### config.mk
export PLATFORM = sky130hd
export DESIGN_NAME = sreg_siso_ctrl
export DESIGN_NICKNAME = d
export VERILOG_FILES = /design/src/rtl/sreg_siso_ctrl.sv
export SDC_FILE = /design/constraint.sdc
export NUM_CORES = 1
export LEC_CHECK = 0
export ABC_AREA = 1
export BUFFER_PORTS_ARGS = -buffer_cell sky130_fd_sc_hd__buf_4
export CORE_UTILIZATION = 50
export CTS_CLUSTER_DIAMETER = 120
export DETAILED_ROUTE_END_ITERATION = 16
export PLACE_DENSITY = 0.72
export SKIP_CTS_REPAIR_TIMING = 1
export SLEW_MARGIN = 0
export SYNTH_ARGS = -nofsm -noshare
export SYNTH_HDL_FRONTEND = slang
export SYNTH_SLANG_ARGS = --single-unit
### constraint.sdc
create_clock -name clk -period 2.1 [get_ports clk]
set_input_delay 0.42 -clock clk [delete_from_list [all_inputs] [get_ports clk]]
set_output_delay 0.42 -clock clk [all_outputs]
set_load 0.02 [all_outputs]
### src/rtl/sreg_siso_ctrl.sv
// Word-level command sequencer for a serial-in/serial-out shift register.
// Turns WRITE/READ/EXCHANGE/CLEAR requests into MSB-first bit streams and gathers sout into a word.
module sreg_siso_ctrl #(
    parameter int unsigned NBITS = 8
) (
    input  logic             clk,
    input  logic             reset,
    input  logic             req_val,
    output logic             req_rdy,
    input  logic [1:0]       req_type,
    input  logic [NBITS-1:0] req_msg,
    output logic             resp_val,
    input  logic             resp_rdy,
    output logic [NBITS-1:0] resp_msg,
    output logic             sreg_en,
    output logic             sreg_sin,
    output logic             sreg_clr,
    input  logic             sreg_sout
);

    localparam int unsigned CntW = $clog2(NBITS);
    localparam logic [CntW-1:0] LastCnt = CntW'(NBITS - 1);

    localparam logic [1:0] TypeWrite = 2'd0;
    localparam logic [1:0] TypeRead  = 2'd1;
    localparam logic [1:0] TypeClear = 2'd3;

    typedef enum logic [1:0] {
        StIdle,
        StShift,
        StClr,
        StResp
    } state_e;

    state_e           state_q, state_d;
    logic [1:0]       type_q, type_d;
    logic [NBITS-1:0] data_q, data_d;
    logic [NBITS-1:0] capt_q, capt_d;
    logic [CntW-1:0]  cnt_q, cnt_d;

    logic             req_rdy_q, req_rdy_d;
    logic             resp_val_q, resp_val_d;
    logic [NBITS-1:0] resp_msg_q, resp_msg_d;
    logic             sreg_en_q, sreg_en_d;
    logic             sreg_sin_q, sreg_sin_d;
    logic             sreg_clr_q, sreg_clr_d;

    always_comb begin
        state_d = state_q;
        type_d  = type_q;
        data_d  = data_q;
        capt_d  = capt_q;
        cnt_d   = cnt_q;

        unique case (state_q)
            StIdle: begin
                if (req_val) begin
                    type_d  = req_type;
                    data_d  = req_msg;
                    cnt_d   = '0;
                    capt_d  = '0;
                    state_d = (req_type == TypeClear) ? StClr : StShift;
                end
            end
            StShift: begin
                // sout is the pre-shift MSB, so bit cnt of the old word lands MSB-first
                if (type_q != TypeWrite) begin
                    capt_d[LastCnt - cnt_q] = sreg_sout;
                end
                if (cnt_q == LastCnt) begin
                    state_d = StResp;
                end else begin
                    cnt_d = cnt_q + 1'b1;
                end
            end
            StClr: begin
                capt_d  = '0;
                state_d = StResp;
            end
            StResp: begin
                if (resp_rdy) begin
                    state_d = StIdle;
                end
            end
            default: state_d = StIdle;
        endcase

        // Outputs are registered from the next state so they line up with the state they describe
        req_rdy_d  = (state_d == StIdle);
        resp_val_d = (state_d == StResp);
        resp_msg_d = (state_d == StResp) ? capt_d : '0;
        sreg_en_d  = (state_d == StShift);
        sreg_sin_d = sreg_en_d && (type_d != TypeRead) && data_d[LastCnt - cnt_d];
        sreg_clr_d = (state_d == StClr);
    end

    always_ff @(posedge clk or negedge reset) begin
        if (!reset) begin
            state_q    <= StIdle;
            type_q     <= TypeWrite;
            data_q     <= '0;
            capt_q     <= '0;
            cnt_q      <= '0;
            req_rdy_q  <= 1'b1;
            resp_val_q <= 1'b0;
            resp_msg_q <= '0;
            sreg_en_q  <= 1'b0;
            sreg_sin_q <= 1'b0;
            sreg_clr_q <= 1'b0;
        end else begin
            state_q    <= state_d;
            type_q     <= type_d;
            data_q     <= data_d;
            capt_q     <= capt_d;
            cnt_q      <= cnt_d;
            req_rdy_q  <= req_rdy_d;
            resp_val_q <= resp_val_d;
            resp_msg_q <= resp_msg_d;
            sreg_en_q  <= sreg_en_d;
            sreg_sin_q <= sreg_sin_d;
            sreg_clr_q <= sreg_clr_d;
        end
    end

    assign req_rdy  = req_rdy_q;
    assign resp_val = resp_val_q;
    assign resp_msg = resp_msg_q;
    assign sreg_en  = sreg_en_q;
    assign sreg_sin = sreg_sin_q;
    assign sreg_clr = sreg_clr_q;

endmodule
Word level (Yosys, flattened, before mapping). Cells that the tools add are included.

Flip-flop bits (word level): 36. Bits in latches: 0. RAM bits: 0. Memory bits (read-only): 0. Input port bits: 15. Output and inout port bits: 13. Logic and storage cells: 53. Memories kept: 0.

Add/subtract/negate cells: 3. Multipliers: 0. Div/mod/pow operators: 0. Order comparisons: 3. Equality and inequality tests: 9. Shift operators: 0. Mux-type cells: 21. Bitwise logic cells: 0. Reductions and logical operators: 6.

Operators with widths (count): $mux W8 (5); $pmux W8 S3 (1); $mux W2 (6); $eq A2 B2 Y1 const B (5); $bwmux W8 (1); $lt A3 B4 Y1 const B (2); $pmux W2 S4 (1); $mux W3 (2); $pmux W3 S2 (1); $sub A3 B3 Y3 const A (2); $eq A2 B1 Y1 const B (2); $logic_not A2 Y1 (2); $add A3 B1 Y3 const B (1); $bmux W1 S3 (1); $demux W1 S3 (1); $eq A3 B3 Y1 const B (1); $ge A3 B1 Y1 const B (1); $logic_and A1 B1 Y1 (3); $mux W1 (2); $ne A2 B1 Y1 const B (1); $reduce_bool A2 Y1 (1).

Longest topological paths before layout. Gate-level depths: netlist (run 1).

Word-level depth: 9. Gate-level depth with buffers: 12. Gate-level depth less buffers: 11.

Least setup slack after synthesis (run 1). OpenSTA, ideal clock, no wires.

Path kind: reg-to-reg. Start point: reg cnt_q[0]. End point: reg sreg_sin_q (netlist: sreg_sin). Data arrival time: 1353 ps. Data required time: 1981 ps. Slack: 628 ps. Cell stages (with the launch flop): 12. Buffers on the path: 0. Clock period less this slack: 1472 ps. Path through: dfrtp_1 > ha_1 > nand2_1 > nand3_2 > nand2_1 > nand3_1 > inv_1 > nand3_1 > nand2_1 > nand2_1 > nand2_1 > nor2_1.

Cells in the longest elaborated chain, start to end: 7.

Ends and longest elaborated chain: from (decl) (RTL line 39) `logic [CntW-1:0] cnt_q, cnt_d;`; from (signal assigned) (RTL line 115) `cnt_q <= cnt_d;`; $add A3 B1 Y3 / $eq A3 B3 Y1 (equally long branches) (RTL line 73, 70); $mux W3 (*) (RTL line 70) `if (cnt_q == LastCnt) begin`; $pmux W3 S2 (*) (RTL line 55) `unique case (state_q)`; via cnt_d[1] (RTL line 39); $sub A3 B3 Y3 (*) (RTL line 93) `sreg_sin_d = sreg_en_d && (type_d != TypeRead) && data_d[LastCnt - cnt_d];`; $bmux W1 S3 (*) (RTL line 93); $mux W1 (not written as such) (*) (RTL line 93); $logic_and A1 B1 Y1 (*) (RTL line 93); via sreg_sin_d (RTL line 45) `logic sreg_sin_q, sreg_sin_d;`; to (signal assigned) (RTL line 120) `sreg_sin_q <= sreg_sin_d;`; to (decl) (RTL line 45).

Mark *: on every way through the listed nets, which the timed path passes. The rest lies on a longest branch. The select of a mux whose other input is x is not followed.

Worst setup path after layout (run 1). Same ends and word-level chain as after synthesis.

==> results.md, run 1 <==
* Hold slack final at 13.09 ps
* R2R Path Start: cnt_q[0]
* GR Overflow Total at 0
* Ant. Diodes at 0
* Relative slew slack at 67.78%
* Area delta synth->final at 16.14%
* CP bufs+invs at 1
* Max-cap violations at 0
* Pleak at 0.001067 uW
* Largest family of logic cells by synthesized area: simple AND/OR/NAND/NOR gates
* HP Class: in2async
* Yosys top cell by area: dfrtp_1
* Root buf cell: clkbuf_4
* Residual DRC count at 0
* Critical path's top delay family: simple AND/OR/NAND/NOR gates
* Count leader, synth: nand2_1
* Compound-Gate Fraction of Synth Area at 9.538%
* Tightest Pin Transition at 481.8 ps
* Die Area at 0.003648 mm2
* Post-route minimum period at 1754 ps
* H-Tree Depth at 2
* Vias in the first global route at 1,305
* DRT Pass-1 Iters at 5
* Cell depth of the worst setup path at 11
* Post-synthesis xor/xnor area fraction at 0%
* Syn_nets at 216
* PortBufs at 27
* DRT iter0 DRCs at 53
* Max clock buf depth at 2
* Mapped Area at 0.001705 mm2
* Initial Util at 54.09%
* CP Capture Type: flop
* Pwr dens at 1491 mW/mm2
* Mux cell area share after synthesis at 0.8804%
* Largest net degree at the start of global routing at 37
* Post-synthesis sequential area ratio at 52.90%
* Warnings, synthesis at 0
* CP max stage delay at 470 ps
* Synth top area share at 51.36%
* Clock sinks at 36
* RSZ-0062 raised after global routing: false
* Pins Over Slew Limit at 0
* Simple-gate share of the synthesized area at 27.81%
* CP cell instances: ha_1 -> nand2_1 -> nand3_2 -> nand2_1 -> nand3_1 -> inv_1 -> nand3_1 -> nand2_1 -> nand2_1 -> nand2_1 -> nor2_1
* Outcome: complete, no violations
* Synth Area in Adders at 0.7337%
* Reg clk slew, reported paths at 100 ps
* Final Hold Fails at 0
* Setup TNS at 0 ps
* Post-synthesis cell type count at 22
* Layout cells sized above 1 at 21.21%
* Initial antenna violation count at 0
* Top_reg_cell synth: dfrtp_1
* Drt total wl at 3159 um
* R2R depth at 11
* Top achievable clock speed at 570.2 MHz
* Die Span X at 60.40 um
* Fraction of registers with async set/reset at 100.0%
* Syn avg cell area at 8.527 um2
* DP Wirelength at 2372 um
* CTS tree: built
* CTS Buf Count at 5
* Final period utilization at 83.51%
* Most frequent cells after synthesis: 59 x nand2_1, 35 x dfrtp_1, 25 x inv_1
* Post-route ant nets at 0
* Via count at 1,375
* Slowest CP cell: dfrtp_1
* Worst IR Drop VDD at 0.7266 mV
* Maximum fanout along the worst path at 7
* Nets@finish at 246
* Final estimated routing congestion in global placement at 0.9090
* Setup CP Type: reg2reg
* Vias per inst at 5.000
* Startpoint types: flop
* Arr. time, crit path at 1990 ps
* Row Count at 20
* First-pass GRT wire length at 5561 um
* # IOs at 28
* Worst path most repeated cell: nand2_1
* Clock Latency Late Sink at 340 ps
* Area after DPL at 0.001922 mm2
* Final Setup Violations at 0
* Largest cells by area after synthesis: dfrtp_1 51%, nand2_1 13%, a21oi_1 5.9%, inv_1 5.5%, nand3_1 5.3%
* R2r endpoint: sreg_sin
* Core ar. at 0.003153 mm2
* Clock Skew at 4.684 ps
* Worst R2R Setup Slack at 350 ps
* Critical path required time at 2340 ps
* Worst setup startpoint: cnt_q[0]
* Total Routing Usage GR at 20.87%
* Register bit total from synthesis at 36
* Die H at 60.40 um
* Fin area at 0.001981 mm2
* Routed len/inst at 11.49 um
* Post-Syn Instances at 200
* Post-synth EDFFs at 0
-- placed cells by master (no fill, tap or decap) --
| cell type | instances |
|---|---|
| nand2_1 | 59 |
| inv_1 | 25 |
| nand2_2 | 7 |
| mux2_4 | 1 |
| nor2_4 | 1 |
| clkbuf_4 | 5 |
| nand3_4 | 2 |
| dfstp_2 | 1 |
| nor2_1 | 10 |
| clkbuf_8 | 1 |
| o21ai_0 | 9 |
| buf_4 | 27 |
| ha_1 | 1 |
| nand2_4 | 1 |
| nand4_1 | 1 |
| nand3b_1 | 1 |
| nand3_2 | 1 |
| nand3_1 | 18 |
| inv_2 | 1 |
| a21oi_1 | 20 |
| o21ai_1 | 1 |
| clkbuf_1 | 2 |
| dfrtp_1 | 35 |
| a31oi_2 | 1 |
-- per-stage QoR --
stage | cells | total power [uW] | utilization, % | setup WS (ps)
floorplan | 200 | 2223 | - | 627.8
global placement | 267 | 2536 | 60.95 | 469.2
detailed placement | 267 | 2581 | 60.95 | 393.0
CTS | 275 | 2963 | 62.82 | 363.8
global route | 275 | 3238 | 62.82 | 167.4
finish | 275 | 2954 | 62.82 | 346.2
-- state kept, by name, indices dropped and copies added, names as in the netlist --
name / count
type_q: 2
sreg_en: 1
sreg_sin: 1
req_rdy: 1
capt_q: 8
state_q: 2
data_q: 8
resp_val: 1
cnt_q: 3
sreg_clr: 1
resp_msg: 8
-- layer usage --
layer | part of all wire, % | vias up | GRT usage, %
li1 | - | 694 | -
met1 | 43 | 641 | 25.62
met2 | 50 | 38 | 34.38
met3 | 6.0 | 2 | 7.036
met4 | 0.79 | 0 | 7.309
met5 | 0 | - | 0
-- kinds of logic after synthesis --
family                   Yosys count
multiplexers                       1
buffers and inverters             30
adder cells (fa/ha/maj)            1
AND/OR/NAND/NOR                  101
AO/OA/AOI/OAI                     31
flip-flops                        36
-- worst max path at each step --
stage | to
after floorplan | sreg_sin
after global placement | sreg_sin
after detailed placement | sreg_sin
after CTS | sreg_sin
after global routing | sreg_sin
final | sreg_sin
-- power by group --
group	total [uW]	internal, uW	switching (uW)
clock network	380	165	215
logic	1440	512	929
registers	1130	960	173
-- layout make-up --
cell class / count / area [um2]
fill: 283 / 1172
sequential: 36 / 902.1
multi-input combinational: 134 / 664.4
timing repair buffer: 27 / 202.7
inverter: 26 / 97.59
clock buffer: 8 / 58.81
tap: 44 / 55.05
Note: power is estimated with default switching activity, not from simulation.
==> run 2: changes to the inputs <==
Clock period 2.1 ns to 1.8 ns, I/O delays scaled along.
==> results.md, run 2 (synthesized netlist as in run 1, its figures left out) <==
* HP Class: in2reg
* Hold slack final at 280.0 ps
* Final estimated routing congestion in global placement at 0.8429
* Area delta synth->final at 16.87%
* GR Overflow Total at 0
* DRT Pass-1 Iters at 4
* Max-cap violations at 0
* Outcome: complete, no violations
* First-pass GRT wire length at 5899 um
* Most frequent cells in the layout: 58 x nand2_1, 34 x dfrtp_1, 28 x buf_4
* Footprint of the multi-input gates at 666.9 um2
* Max clock buf depth at 2
* Hold Path Stages at 2
* Worst IR Drop VDD at 0.7956 mV
* Worst setup startpoint: cnt_q[0]
* Residual DRC count at 0
* Reg clk slew, reported paths at 100 ps
* Clock Skew at 6.925 ps
* Core ar. at 0.003153 mm2
* Final Hold Fails at 0
* Row Count at 20
* Die Area at 0.003648 mm2
* Initial Util at 54.09%
* Clock sinks at 36
* Setup WS pre-CTS at 121.0 ps
* CTS tree: built
* Initial antenna violation count at 0
* Final Setup Violations at 0
* Pleak at 0.001073 uW
* CP cell instances: ha_1 -> nand2_2 -> nand3_2 -> nand2_1 -> nand3_1 -> inv_1 -> nand3_1 -> a21oi_1 -> nor2_1
* Ant. Diodes at 0
* Pins Over Slew Limit at 0
* Post-route ant nets at 0
* Top achievable clock speed at 600.8 MHz
* H-Tree Depth at 2
* Arr. time, crit path at 1900 ps
* Drt total wl at 3311 um
* Worst path most repeated cell: nand3_1
* Worst setup margin at 135.5 ps
* Hold EP: type_q[0]
* DRT iter0 DRCs at 37
* CP max stage delay at 450 ps
* # IOs at 28
* Worst R2R Setup Slack at 140 ps
* Clock Latency Late Sink at 340 ps
* Via count at 1,384
* Final period utilization at 92.47%
* Largest net degree at the start of global routing at 37
* Total Routing Usage GR at 22.20%
* CTS Buf Count at 5
* Startpoint types: flop
* R2r endpoint: sreg_sin
* Vias per inst at 4.996
* DP Wirelength at 2427 um
* Vias in the first global route at 1,386
* Routed len/inst at 11.95 um
* Nets@finish at 248
* R2R depth at 9
* Critical path's top delay family: simple AND/OR/NAND/NOR gates
* Maximum fanout along the worst path at 7
* Slowest CP cell: dfrtp_1
* Post-Route Utilization at 63.21%
* Relative slew slack at 67.33%
* CP Capture Type: flop
* Pwr dens at 1727 mW/mm2
* Tightest Pin Transition at 488.6 ps
* Die Span X at 60.40 um
* Die H at 60.40 um
* Register area at 903.4 um2
* Fillers at 295
* Commonest non-fill, non-tap cell in the layout: nand2_1
* CP bufs+invs at 1
* Root buf cell: clkbuf_4
* Min-delay src: req_type[0]
* R2R Path Start: cnt_q[0]
* Critical path required time at 2040 ps
* Layout cells sized above 1 at 22.32%
* Setup CP Type: reg2reg
* Setup TNS at 0 ps
* PortBufs at 27
* Post-route minimum period at 1664 ps
* RSZ-0062 raised after global routing: false
run 2: cell types whose count changed in the layout (fill, tap and decap cells not counted), sizes merged:
cell | previous run | this run
clkinv | 0 | 1
clkbuf | 8 | 7
buf | 27 | 28
dlygate4sd3 | 0 | 1
run 2: worst max-delay path by stage:
stage          cells past startpoint  slack [ps]  endpoint
2_1_floorplan                     11         330  sreg_sin
3_3_place_gp                      11         260  sreg_sin
3_5_place_dp                       9         120  sreg_sin
4_1_cts                            9         100  sreg_sin
5_1_grt                            9          30  sreg_sin
6_report                           9         140  sreg_sin
run 2: final cells by class:
cell class,count,share of cell area (%)
flip-flops and latches,36,45.32
multi-input cells,134,33.46
repair buffers,29,11.05
inverters,26,4.896
well taps,44,2.762
clock buffers,7,2.260
clock inverters,1,0.2511
run 2: stage by stage:
stage / cells / power, uW / area, um2
after floorplan: 200 / 2594 / 1705
after global placement: 268 / 2956 / 1929
after detailed placement: 268 / 3045 / 1929
after CTS: 276 / 3454 / 1979
after global routing: 277 / 3767 / 1993
final: 277 / 3443 / 1993
run 2: where the power goes:
group	switching (uW)	leakage (uW)	internal, uW
clock network	248	0.0000293	152
logic	1110	0.000584	615
registers	200	0.000460	1120
run 2: per-layer routing:
layer  track usage (%)  routed length (um)  up-vias
met2             38.15                1701       22
met3             4.051                  91        7
met5                 0                   0        -
met4             12.62                  69        0
met1             26.07                1448      656
li1                  -                   -      699
